## src/rtl/bcd_add_seq.sv

```systemverilog
// bcd_add_seq: multi-digit BCD adder sequencer.
// One shared 4-bit digit adder with decimal correction processes the operands
// one digit per clock, least significant digit first, and pulses done when the
// full sum is ready.
// Optional feature: define BCD_SUB_EN to add a 'sub' input that selects
// A - B in ten's complement (nines complement of B plus an initial carry).
module bcd_add_seq #(
    parameter int unsigned DIGITS = 4
) (
    input  logic                  clk,
    input  logic                  rst_n,
    input  logic                  start,
    input  logic [4*DIGITS-1:0]   a,
    input  logic [4*DIGITS-1:0]   b,
`ifdef BCD_SUB_EN
    input  logic                  sub,
`endif
    output logic                  busy,
    output logic                  done,
    output logic [4*DIGITS-1:0]   sum,
    output logic                  cout,
    output logic                  err
);

    localparam int unsigned IdxW = (DIGITS > 1) ? $clog2(DIGITS) : 1;
    localparam int unsigned W    = 4 * DIGITS;

    typedef enum logic [1:0] {StIdle, StAdd, StDone} state_e;

    state_e            state_q, state_d;
    logic [W-1:0]      a_q, a_d;
    logic [W-1:0]      b_q, b_d;
    logic [W-1:0]      sum_q, sum_d;
    logic [IdxW-1:0]   idx_q, idx_d;
    logic              carry_q, carry_d;
    logic              cout_q, cout_d;
    logic              err_q, err_d;

    logic              sub_active;
    logic              sub_start;
    logic [3:0]        a_dig;
    logic [3:0]        b_dig;
    logic [3:0]        b_eff;
    logic [4:0]        raw;
    logic              ge10;
    logic [3:0]        dig_out;
    logic              dig_bad;

`ifdef BCD_SUB_EN
    logic              sub_q, sub_d;

    // Operation mode register, captured together with the operands.
    always_ff @(posedge clk or negedge rst_n) begin
        if (!rst_n) begin
            sub_q <= 1'b0;
        end else begin
            sub_q <= sub_d;
        end
    end

    // Latch the mode only when a new operation is accepted.
    always_comb begin
        sub_d = sub_q;
        if (state_q == StIdle && start) begin
            sub_d = sub;
        end
    end

    assign sub_active = sub_q;
    assign sub_start  = sub;
`else
    assign sub_active = 1'b0;
    assign sub_start  = 1'b0;
`endif

    // Shared digit adder: select digit idx, add with carry, apply +6 correction.
    always_comb begin
        a_dig = 4'd0;
        b_dig = 4'd0;
        for (int unsigned i = 0; i < DIGITS; i++) begin
            if (idx_q == IdxW'(i)) begin
                a_dig = a_q[4*i +: 4];
                b_dig = b_q[4*i +: 4];
            end
        end
        // Nines complement wraps mod 16 for invalid digits; err flags that case.
        b_eff   = sub_active ? (4'd9 - b_dig) : b_dig;
        raw     = {1'b0, a_dig} + {1'b0, b_eff} + {4'b0000, carry_q};
        ge10    = raw[4] | (raw[3] & (raw[2] | raw[1]));
        dig_out = ge10 ? (raw[3:0] + 4'd6) : raw[3:0];
        dig_bad = (a_dig > 4'd9) | (b_dig > 4'd9);
    end

    // State and datapath registers.
    always_ff @(posedge clk or negedge rst_n) begin
        if (!rst_n) begin
            state_q <= StIdle;
            a_q     <= '0;
            b_q     <= '0;
            sum_q   <= '0;
            idx_q   <= '0;
            carry_q <= 1'b0;
            cout_q  <= 1'b0;
            err_q   <= 1'b0;
        end else begin
            state_q <= state_d;
            a_q     <= a_d;
            b_q     <= b_d;
            sum_q   <= sum_d;
            idx_q   <= idx_d;
            carry_q <= carry_d;
            cout_q  <= cout_d;
            err_q   <= err_d;
        end
    end

    // Next-state logic: accept in idle, one digit per cycle in add, one-cycle done.
    always_comb begin
        state_d = state_q;
        a_d     = a_q;
        b_d     = b_q;
        sum_d   = sum_q;
        idx_d   = idx_q;
        carry_d = carry_q;
        cout_d  = cout_q;
        err_d   = err_q;
        case (state_q)
            StIdle: begin
                if (start) begin
                    a_d     = a;
                    b_d     = b;
                    sum_d   = '0;
                    idx_d   = '0;
                    carry_d = sub_start;
                    cout_d  = 1'b0;
                    err_d   = 1'b0;
                    state_d = StAdd;
                end
            end
            StAdd: begin
                for (int unsigned i = 0; i < DIGITS; i++) begin
                    if (idx_q == IdxW'(i)) begin
                        sum_d[4*i +: 4] = dig_out;
                    end
                end
                carry_d = ge10;
                err_d   = err_q | dig_bad;
                if (idx_q == IdxW'(DIGITS - 1)) begin
                    cout_d  = ge10;
                    state_d = StDone;
                end else begin
                    idx_d = idx_q + 1'b1;
                end
            end
            StDone: begin
                state_d = StIdle;
            end
            default: begin
                state_d = StIdle;
            end
        endcase
    end

    assign busy = (state_q != StIdle);
    assign done = (state_q == StDone);
    assign sum  = sum_q;
    assign cout = cout_q;
    assign err  = err_q;

endmodule

```

## config.mk

```make
export PLATFORM = sky130hd
export DESIGN_NAME = bcd_add_seq
export DESIGN_NICKNAME = d
export VERILOG_FILES = /design/src/rtl/bcd_add_seq.sv
export SDC_FILE = /design/constraint.sdc
export NUM_CORES = 1
export LEC_CHECK = 0
export BUFFER_PORTS_ARGS = -buffer_cell sky130_fd_sc_hd__buf_2
export CAP_MARGIN = 10
export CORE_MARGIN = 4
export CORE_UTILIZATION = 40
export DETAILED_ROUTE_END_ITERATION = 8
export SETUP_SLACK_MARGIN = 0.05
export SLEW_MARGIN = 25
export SYNTH_ARGS = -nofsm -noshare
export SYNTH_HDL_FRONTEND = slang
export SYNTH_SLANG_ARGS = --single-unit
```

## constraint.sdc

```tcl
create_clock -name clk -period 4.29 [get_ports clk]
set_input_delay 0 -clock clk [delete_from_list [all_inputs] [get_ports clk]]
set_output_delay 0 -clock clk [all_outputs]
set_load 0.01 [all_outputs]
```

==> impl_metrics.toml, run 1 <==
[synth]
synth_warnings = 0
synth-compound-area-share = 0.1209
synth.area.top_cells = "dfrtp_1 51%, mux2_1 15%, ha_1 4.2%"
syn_avg_cell_area_um2 = 11.26
ys_seq_elements = 55
synth_top_area_share = 0.5135
synth_top_family_by_area = "multiplexers"
yosysTopAreaCell = "dfrtp_1"
muxShareOfSynthArea = 0.1550
synthAdderAreaFrac = 0.05696
synth_edf_count = 0
synth.cell_area_um2 = 2680
synth-async-reset-ratio = 1.000
syn-num-nets = 284
synth-simple-area-share = 0.1116
synth.distinct_cells = 41
ys.flop_type = "dfrtp_1"
synthCells = 238
synth_xor_area_frac = 0.006536
ys_seq_area_frac = 0.5135

[cells_and_area]
mostFrequentLayoutCell = "dfrtp_1"
area_growth_pct = 30.53
drive_gt1_frac = 0.2485
diodes = 0
final_cell_mix = "55 x dfrtp_1, 54 x buf_2, 35 x mux2_1"
nets = 371

[cts]
numCtsBuffers = 5
cts_tree = "done"
cts_max_path_buffers = 2
cts.clk_slew.worst_paths_ps = 100
cts.sinks = 55
clockRootBuffer = "clkbuf_8"
insertion_delay_ps = 300
htreeDepth = 2

[grt]
grtUsageTotal = 0.1562
grt-ovfl-total = 0
grt_max_degree = 56
first_global_vias = 2165
grt_pass1_wl_mm = 10.51
antenna_found_initial = 0

[drt]
avgRoutedWirePerCell_um = 14.98
drtIter0Drc = 46
vias = 2022
drc = 0
vias_per_cell = 5.017
drt_first_pass_iters = 4
wirelength_mm = 6.038
ant_nets = 0

[place]
place_hpwl_mm = 4.290
place.gp.congestion = 0.8382
dp_slack_ps = 96.77
io_buffers = 54

[sta]
setup-tns-final_ps = 0
fin_crit_ps = 3934
worst_slew_pin_slew_ps = 694.5
setup_viol = 0
period_share = 0.9169
slew_viol_final = 0
max_freq_ghz = 0.2542
rsz0062_at_grt = "no"
max-slew-margin-rel = 0.5370
setup_slack_ps = 356.4
clock_skew_ps = 6.365
hold_violations = 0

[setup_path]
cp.required_ps = 4480
crit_path_end_kind = "flop"
critPathMaxFanout = 10
critPathKind = "reg2reg"
worst_ep_arrival_time_ps = 4120
setup.worst_path.start_class = "flop"

[floorplanning]
start_util = 0.4173
std_cell_rows = 29
die_x_um = 89.86
coreArea_um2 = 6422
ios = 55
die_h_um = 89.86
dieArea_um2 = 8074

[min_path]
hold_path.class = "in2reg"

[run]
maxCapViolCount = 0

[outcome]
status = "complete, no violations"
[path summary, 6_finish.rpt]
check,start,to,slack (ps),cells after the start
min in group asynchronous,rst_n,a_q[0],360,3
worst min-delay path,start,a_q[11],150,4
worst max-delay path,idx_q[0],sum[13],360,19
worst max register to register,idx_q[0],sum[13],360,19
max in group asynchronous,rst_n,err,3480,3
worst min register to register,sum[4],sum[4],490,2
[metal layers]
layer / up-vias / global-route usage / wire length, um / share of wire
met1: 974 / 0.2077 / 2831 / 0.47
met5: - / 0 / 0 / 0
met2: 45 / 0.2600 / 2902 / 0.48
met4: 0 / 0.03699 / 46 / 0.0076
met3: 4 / 0.03589 / 258 / 0.043
li1: 999 / - / - / -
[critical path: stages (launching register included)]
cell,delay [ps]
dfrtp_1,440
inv_1,160
ha_4,230
nand3b_1,90
a21oi_1,150
a21oi_1,50
nor2_1,90
a21oi_1,60
fa_1,460
fa_2,400
nor2b_4,170
or2_1,130
ha_1,130
inv_1,40
ha_1,220
a211oi_2,210
a21boi_4,260
xnor2_1,150
nor2_2,70
mux2_1,290
[stage by stage]
step | cells | cell area [um2] | utilization | hold WS [ps]
2_1_floorplan | 238 | 2680 | - | -295.6
3_3_place_gp | 362 | 3015 | 0.4695 | 176.4
3_5_place_dp | 362 | 3015 | 0.4695 | 173.2
4_1_cts | 403 | 3463 | 0.5393 | 153.3
5_1_grt | 403 | 3498 | 0.5447 | 175.1
6_report | 403 | 3498 | 0.5447 | 146.7
[registers in the layout (all words and copies together) (netlist names)]
register	cells
idx_q	2
carry_q	1
cout	1
a_q	16
err	1
sum	16
b_q	16
state_q	2
[logic make-up (layout without fill, tap and decap cells)]
family / after synthesis / after routing
and+or+nand+nor: 61 / 61
DFF: 55 / 55
AOI/OAI and AO/OA: 51 / 51
muxes: 37 / 37
buffers and inverters: 21 / 109
adders and majority gates: 11 / 11
xor gates and xnor gates: 2 / 2
[final cells by class]
| type | instances | area [um2] |
|---|---|---|
| fillers | 595 | 2924 |
| flip-flops and latches | 55 | 1376 |
| multi-input cells | 162 | 1244 |
| repair buffers | 90 | 623.1 |
| well taps | 77 | 96.34 |
| clock buffers | 6 | 82.58 |
| inverters | 11 | 41.29 |
| clock inverters | 2 | 35.03 |
[synth_stat cells (all sizes together), types with 2 or more instances]
cell type and n:
a21o 2, a21oi 14, a22o 2, a31oi 3, buf 9, dfrtp 55, fa 2, ha 9
inv 11, mux2 36, nand2 24, nand2b 4, nand3b 5, nor2 16, nor2b 5, nor3 2
o21ai 15, o221a 2, o22ai 5, or2 2, xnor2 2
[repair_timing]
| item | 4_1_cts | 5_1_grt |
|---|---|---|
| endpoints found under the setup margin | 0 | 11 |
| buffers inserted | 0 | 0 |
| endpoints found under the hold margin | 87 | 0 |
| hold buffers | 33 | 0 |
| resized for setup | 0 | 8 |
Power of run 1 is left out: the tool's default activity adds up to more than one toggle a clock period on the data nets, which glitch-free logic cannot reach.
==> run 2, diff against run 1 <==
--- a/config.mk
+++ b/config.mk
@@ -5,11 +5,11 @@
 export SDC_FILE = /design/constraint.sdc
 export NUM_CORES = 1
 export LEC_CHECK = 0
-export BUFFER_PORTS_ARGS = -buffer_cell sky130_fd_sc_hd__buf_2
 export CAP_MARGIN = 10
 export CORE_MARGIN = 4
 export CORE_UTILIZATION = 40
 export DETAILED_ROUTE_END_ITERATION = 8
+export DONT_BUFFER_PORTS = 1
 export SETUP_SLACK_MARGIN = 0.05
 export SLEW_MARGIN = 25
 export SYNTH_ARGS = -nofsm -noshare
==> run 2 against run 1 <==
  * Utilization decreased by 3.8 points
  * Die area unchanged
  * Global-route usage shrank 0.71 points
  * Clock skew up 0.98 ps
  * Register-to-register slack about the same
  * First-iteration DRC count increased by 89%
  * Critical endpoint is now sum[1]
  * Setup slack worse by 11 ps
  * Final area decreased by 6.9%
==> impl_metrics.toml, run 2 (synthesis gave the netlist of run 1 again) <==
[outcome]
status = "complete, no violations"

[cells_and_area]
multi_input_area_um2 = 1236
design_area_um2 = 3256
diodes = 0
final_cell_mix = "55 x dfrtp_1, 35 x mux2_1, 33 x dlygate4sd3_1"
nets = 319
fillers = 595
mostFrequentLayoutCell = "dfrtp_1"
area_growth_pct = 21.48
drive_gt1_frac = 0.1058
seq_area_um2 = 1376

[place]
place.gp.congestion = 0.7965
dp_slack_ps = 275.1
place_area_um2 = 2745
io_buffers = 0
place_hpwl_mm = 4.125

[sta]
period_share = 0.9195
worst_hold_slack_ps = 28.89
hold_violations = 0
max-slew-margin-rel = 0.4988
clock_skew_ps = 7.342
rsz0062_at_grt = "no"
slew_viol_final = 0
setup_slack_ps = 345.5
setup-tns-final_ps = 0
setup_viol = 0
max_freq_ghz = 0.2535
worst_slew_pin_slew_ps = 750.2
fin_crit_ps = 3944

[grt]
antenna_found_initial = 0
first_global_vias = 2013
grtUsageTotal = 0.1491
grt_pass1_wl_mm = 9.749
grt-ovfl-total = 0
grt_max_degree = 56

[drt]
drtIter0Drc = 87
vias_per_cell = 5.302
vias = 1861
wirelength_mm = 5.752
avgRoutedWirePerCell_um = 16.39
drc = 0
ant_nets = 0
drt_first_pass_iters = 5

[setup_path]
setup.worst_path.start_class = "flop"
worst_ep_arrival_time_ps = 4140
crit_path_end_kind = "flop"
critPathKind = "reg2reg"
critPathMaxFanout = 7
cp.required_ps = 4480

[cts]
numCtsBuffers = 5
htreeDepth = 2
clockRootBuffer = "clkbuf_8"
cts_max_path_buffers = 2
insertion_delay_ps = 310
cts.sinks = 55
cts.clk_slew.worst_paths_ps = 100
cts_tree = "done"

[floorplanning]
start_util = 0.4173
ios = 55
std_cell_rows = 29
die_x_um = 89.86
dieArea_um2 = 8074
die_h_um = 89.86
coreArea_um2 = 6422

[min_path]
hold_path.class = "in2reg"

[run]
maxCapViolCount = 0
## run 2: worst paths after layout
path                               start       to  slack (ps)  depth (start not counted)
worst max-delay path            idx_q[1]   sum[1]         350                         19
worst min-delay path               start  carry_q          30                          3
worst max register to register  idx_q[1]   sum[1]         350                         19
worst min register to register   b_q[13]  b_q[13]         500                          1
max in group asynchronous          rst_n  b_q[15]        3850                          2
min in group asynchronous          rst_n   a_q[4]         220                          2
## run 2: cell type report
cell class                      count  area share
Timing Repair Buffer               38      0.1191
Inverter                           11     0.01268
Multi-Input combinational cell    162      0.3797
Tap cell                           77     0.02959
Clock buffer                        6     0.02537
Clock inverter                      2     0.01076
Sequential cell                    55      0.4228
## run 2: per-layer routing
| metal | track usage | vias up | share of wire |
|---|---|---|---|
| li1 | - | 896 | - |
| met1 | 0.1862 | 912 | 0.45 |
| met2 | 0.2494 | 46 | 0.48 |
| met3 | 0.05008 | 7 | 0.059 |
| met4 | 0.03827 | 0 | 0.011 |
| met5 | 0 | - | 0 |
## run 2: through the flow
step | utilization | cells
floorplan | - | 238
global placement | 0.4274 | 308
detailed placement | 0.4274 | 308
CTS | 0.5015 | 350
global route | 0.5069 | 351
finish | 0.5069 | 351
## run 2: timing repair
item	4_1_cts	5_1_grt
resized for setup	0	7
hold buffers	34	0
endpoints found under the hold margin	87	0
setup buffers	0	1
endpoints found under the setup margin	0	10
## run 2: critical path: stages, from the launching register on
cell	delay, ps
dfrtp_1	390
inv_1	90
ha_1	260
nand3b_1	190
a21oi_1	140
a21oi_1	60
nor2_1	130
a21oi_1	80
fa_2	400
fa_2	380
nor2b_4	170
or2_1	120
ha_1	130
inv_1	40
ha_1	220
a211oi_2	250
a21boi_4	260
xnor2_1	150
nor2_2	70
mux2_1	290
Power of run 2 is left out for the same reason.
==> run 3, diff against run 2 <==
--- a/config.mk
+++ b/config.mk
@@ -6,10 +6,13 @@
 export NUM_CORES = 1
 export LEC_CHECK = 0
 export CAP_MARGIN = 10
+export CELL_PAD_IN_SITES_DETAIL_PLACEMENT = 1
+export CELL_PAD_IN_SITES_GLOBAL_PLACEMENT = 1
 export CORE_MARGIN = 4
 export CORE_UTILIZATION = 40
 export DETAILED_ROUTE_END_ITERATION = 8
 export DONT_BUFFER_PORTS = 1
+export PLACE_DENSITY_LB_ADDON = 0.1
 export SETUP_SLACK_MARGIN = 0.05
 export SLEW_MARGIN = 25
 export SYNTH_ARGS = -nofsm -noshare
==> run 3 against run 2 <==
  * Non-clock buffer count decreased by 1
  * Hold slack improved by 26 ps
  * Via count decreased by 0.11%
  * Sequential share of layout area increased by 0.29 points
  * Count of clock-buffer cells in the layout unchanged
  * Setup slack improved by 81 ps
==> impl_metrics.toml, run 3 (synthesis gave the netlist of run 1 again) <==
[sta]
fin_crit_ps = 3863
clock_skew_ps = 3.112
slew_viol_final = 0
period_share = 0.9005
rsz0062_at_grt = "no"
setup_viol = 0
hold_violations = 0
max-slew-margin-rel = 0.5228
max_freq_ghz = 0.2588
worst_slew_pin_slew_ps = 714.2
setup-tns-final_ps = 0

[cells_and_area]
final_cell_mix = "55 x dfrtp_1, 35 x mux2_1, 33 x dlygate4sd3_1"
drive_gt1_frac = 0.09926
fillers = 690
mostFrequentLayoutCell = "dfrtp_1"
area_growth_pct = 20.63
nets = 318
diodes = 0

[grt]
grtUsageTotal = 0.1663
grt_pass1_wl_mm = 10.85
grt-ovfl-total = 0
grt_max_degree = 56
antenna_found_initial = 0
first_global_vias = 2065

[floorplanning]
die_x_um = 89.86
coreArea_um2 = 6422
die_h_um = 89.86
dieArea_um2 = 8074
start_util = 0.4173
ios = 55
std_cell_rows = 29

[drt]
drtIter0Drc = 35
met3_length_um = 307
drc = 0
vias_per_cell = 5.327
drt_first_pass_iters = 4
avgRoutedWirePerCell_um = 18.31
maxUsedRoutingLayer = "met4"
vias = 1859
met1Wirelength_mm = 2.980
ant_nets = 0
wirelength_mm = 6.389
met2WireLength_mm = 3.034

[setup_path]
setup.worst_path.start_class = "flop"
cp.required_ps = 4480
critPathKind = "reg2reg"
cp_slowest_cell = "dfrtp_1"
crit_path_end_kind = "flop"
reg2reg_to = "sum[13]"
reg2reg_slack_ps = 430
reg2regPathDepth = 19
crit_top_cell = "a21oi_1"
slowest_delay_ps = 390
r2r-start = "idx_q[1]"
worst_ep_arrival_time_ps = 4050
critPathMaxFanout = 8
crit_chain = "inv_1, ha_2, nand3b_1, a21oi_1, a21oi_1, nor2_1, a21oi_1, fa_2, fa_2, nor2b_4, or2_1, ha_1, inv_1, ha_1, a211oi_2, a21boi_4, xnor2_1, nor2_2, mux2_1"

[min_path]
hold-path-endpoint = "a_q[11]"
min_from = "start"
hold_path.class = "in2reg"
hold_depth = 3

[place]
place_hpwl_mm = 4.480
place.gp.congestion = 0.7977
io_buffers = 0

[cts]
cts_max_path_buffers = 2
cts.clk_slew.worst_paths_ps = 90
insertion_delay_ps = 300
numCtsBuffers = 5
clockRootBuffer = "clkbuf_8"
cts_tree = "done"
htreeDepth = 2
cts.sinks = 55

[outcome]
status = "complete, no violations"

[run]
maxCapViolCount = 0
-- run 3: stage by stage --
| stage | std cells | instance area [um2] | util | hold slack, ps | setup slack (ps) |
|---|---|---|---|---|---|
| finish | 349 | 3233 | 0.5034 | 55.12 | 426.7 |
| global route | 349 | 3233 | 0.5034 | 91.90 | 107.5 |
| CTS | 349 | 3206 | 0.4991 | 57.73 | 79.25 |
| detailed placement | 308 | 2745 | 0.4274 | -294.3 | 169.1 |
| global placement | 308 | 2745 | 0.4274 | -294.2 | 332.9 |
| floorplan | 238 | 2680 | - | -295.6 | 376.5 |
-- run 3: per-layer routing --
metal / vias to the layer above / GRT usage
li1: 898 / -
met1: 908 / 0.2256
met2: 47 / 0.2701
met3: 6 / 0.03840
met4: 0 / 0.04209
met5: - / 0
-- run 3: worst max path at each step --
stage / from / end
after floorplan: idx_q[0] / sum[13]
after global placement: idx_q[0] / sum[1]
after detailed placement: idx_q[1] / sum[1]
after CTS: idx_q[1] / sum[1]
after global routing: idx_q[0] / sum[13]
final: idx_q[1] / sum[13]
-- run 3: what timing repair did --
| item | in CTS | in global routing |
|---|---|---|
| setup endpoints to repair | 0 | 11 |
| setup buffers | 0 | 0 |
| hold buffers | 34 | 0 |
| hold endpoints to repair | 87 | 0 |
| gates resized for setup | 0 | 8 |
-- run 3: area by class of cell --
type | instances | area (um2) | share of cell area
timing repair buffer | 37 | 380.4 | 0.1176
multi-input combinational | 162 | 1236 | 0.3824
tap | 77 | 96.34 | 0.02980
sequential | 55 | 1376 | 0.4257
inverter | 11 | 41.29 | 0.01277
clock buffer | 6 | 72.57 | 0.02245
clock inverter | 1 | 30.03 | 0.009288
-- run 3: worst max-delay path: cells and delay by family, from the launching register on --
family | cells | cell delay [ps]
mux | 1 | 290
compound gates | 5 | 760
flops | 1 | 390
buf+inv | 2 | 130
xor+xnor | 1 | 150
simple gates | 5 | 670
fa+ha+maj | 5 | 1370
Power of run 3 is left out for the same reason.
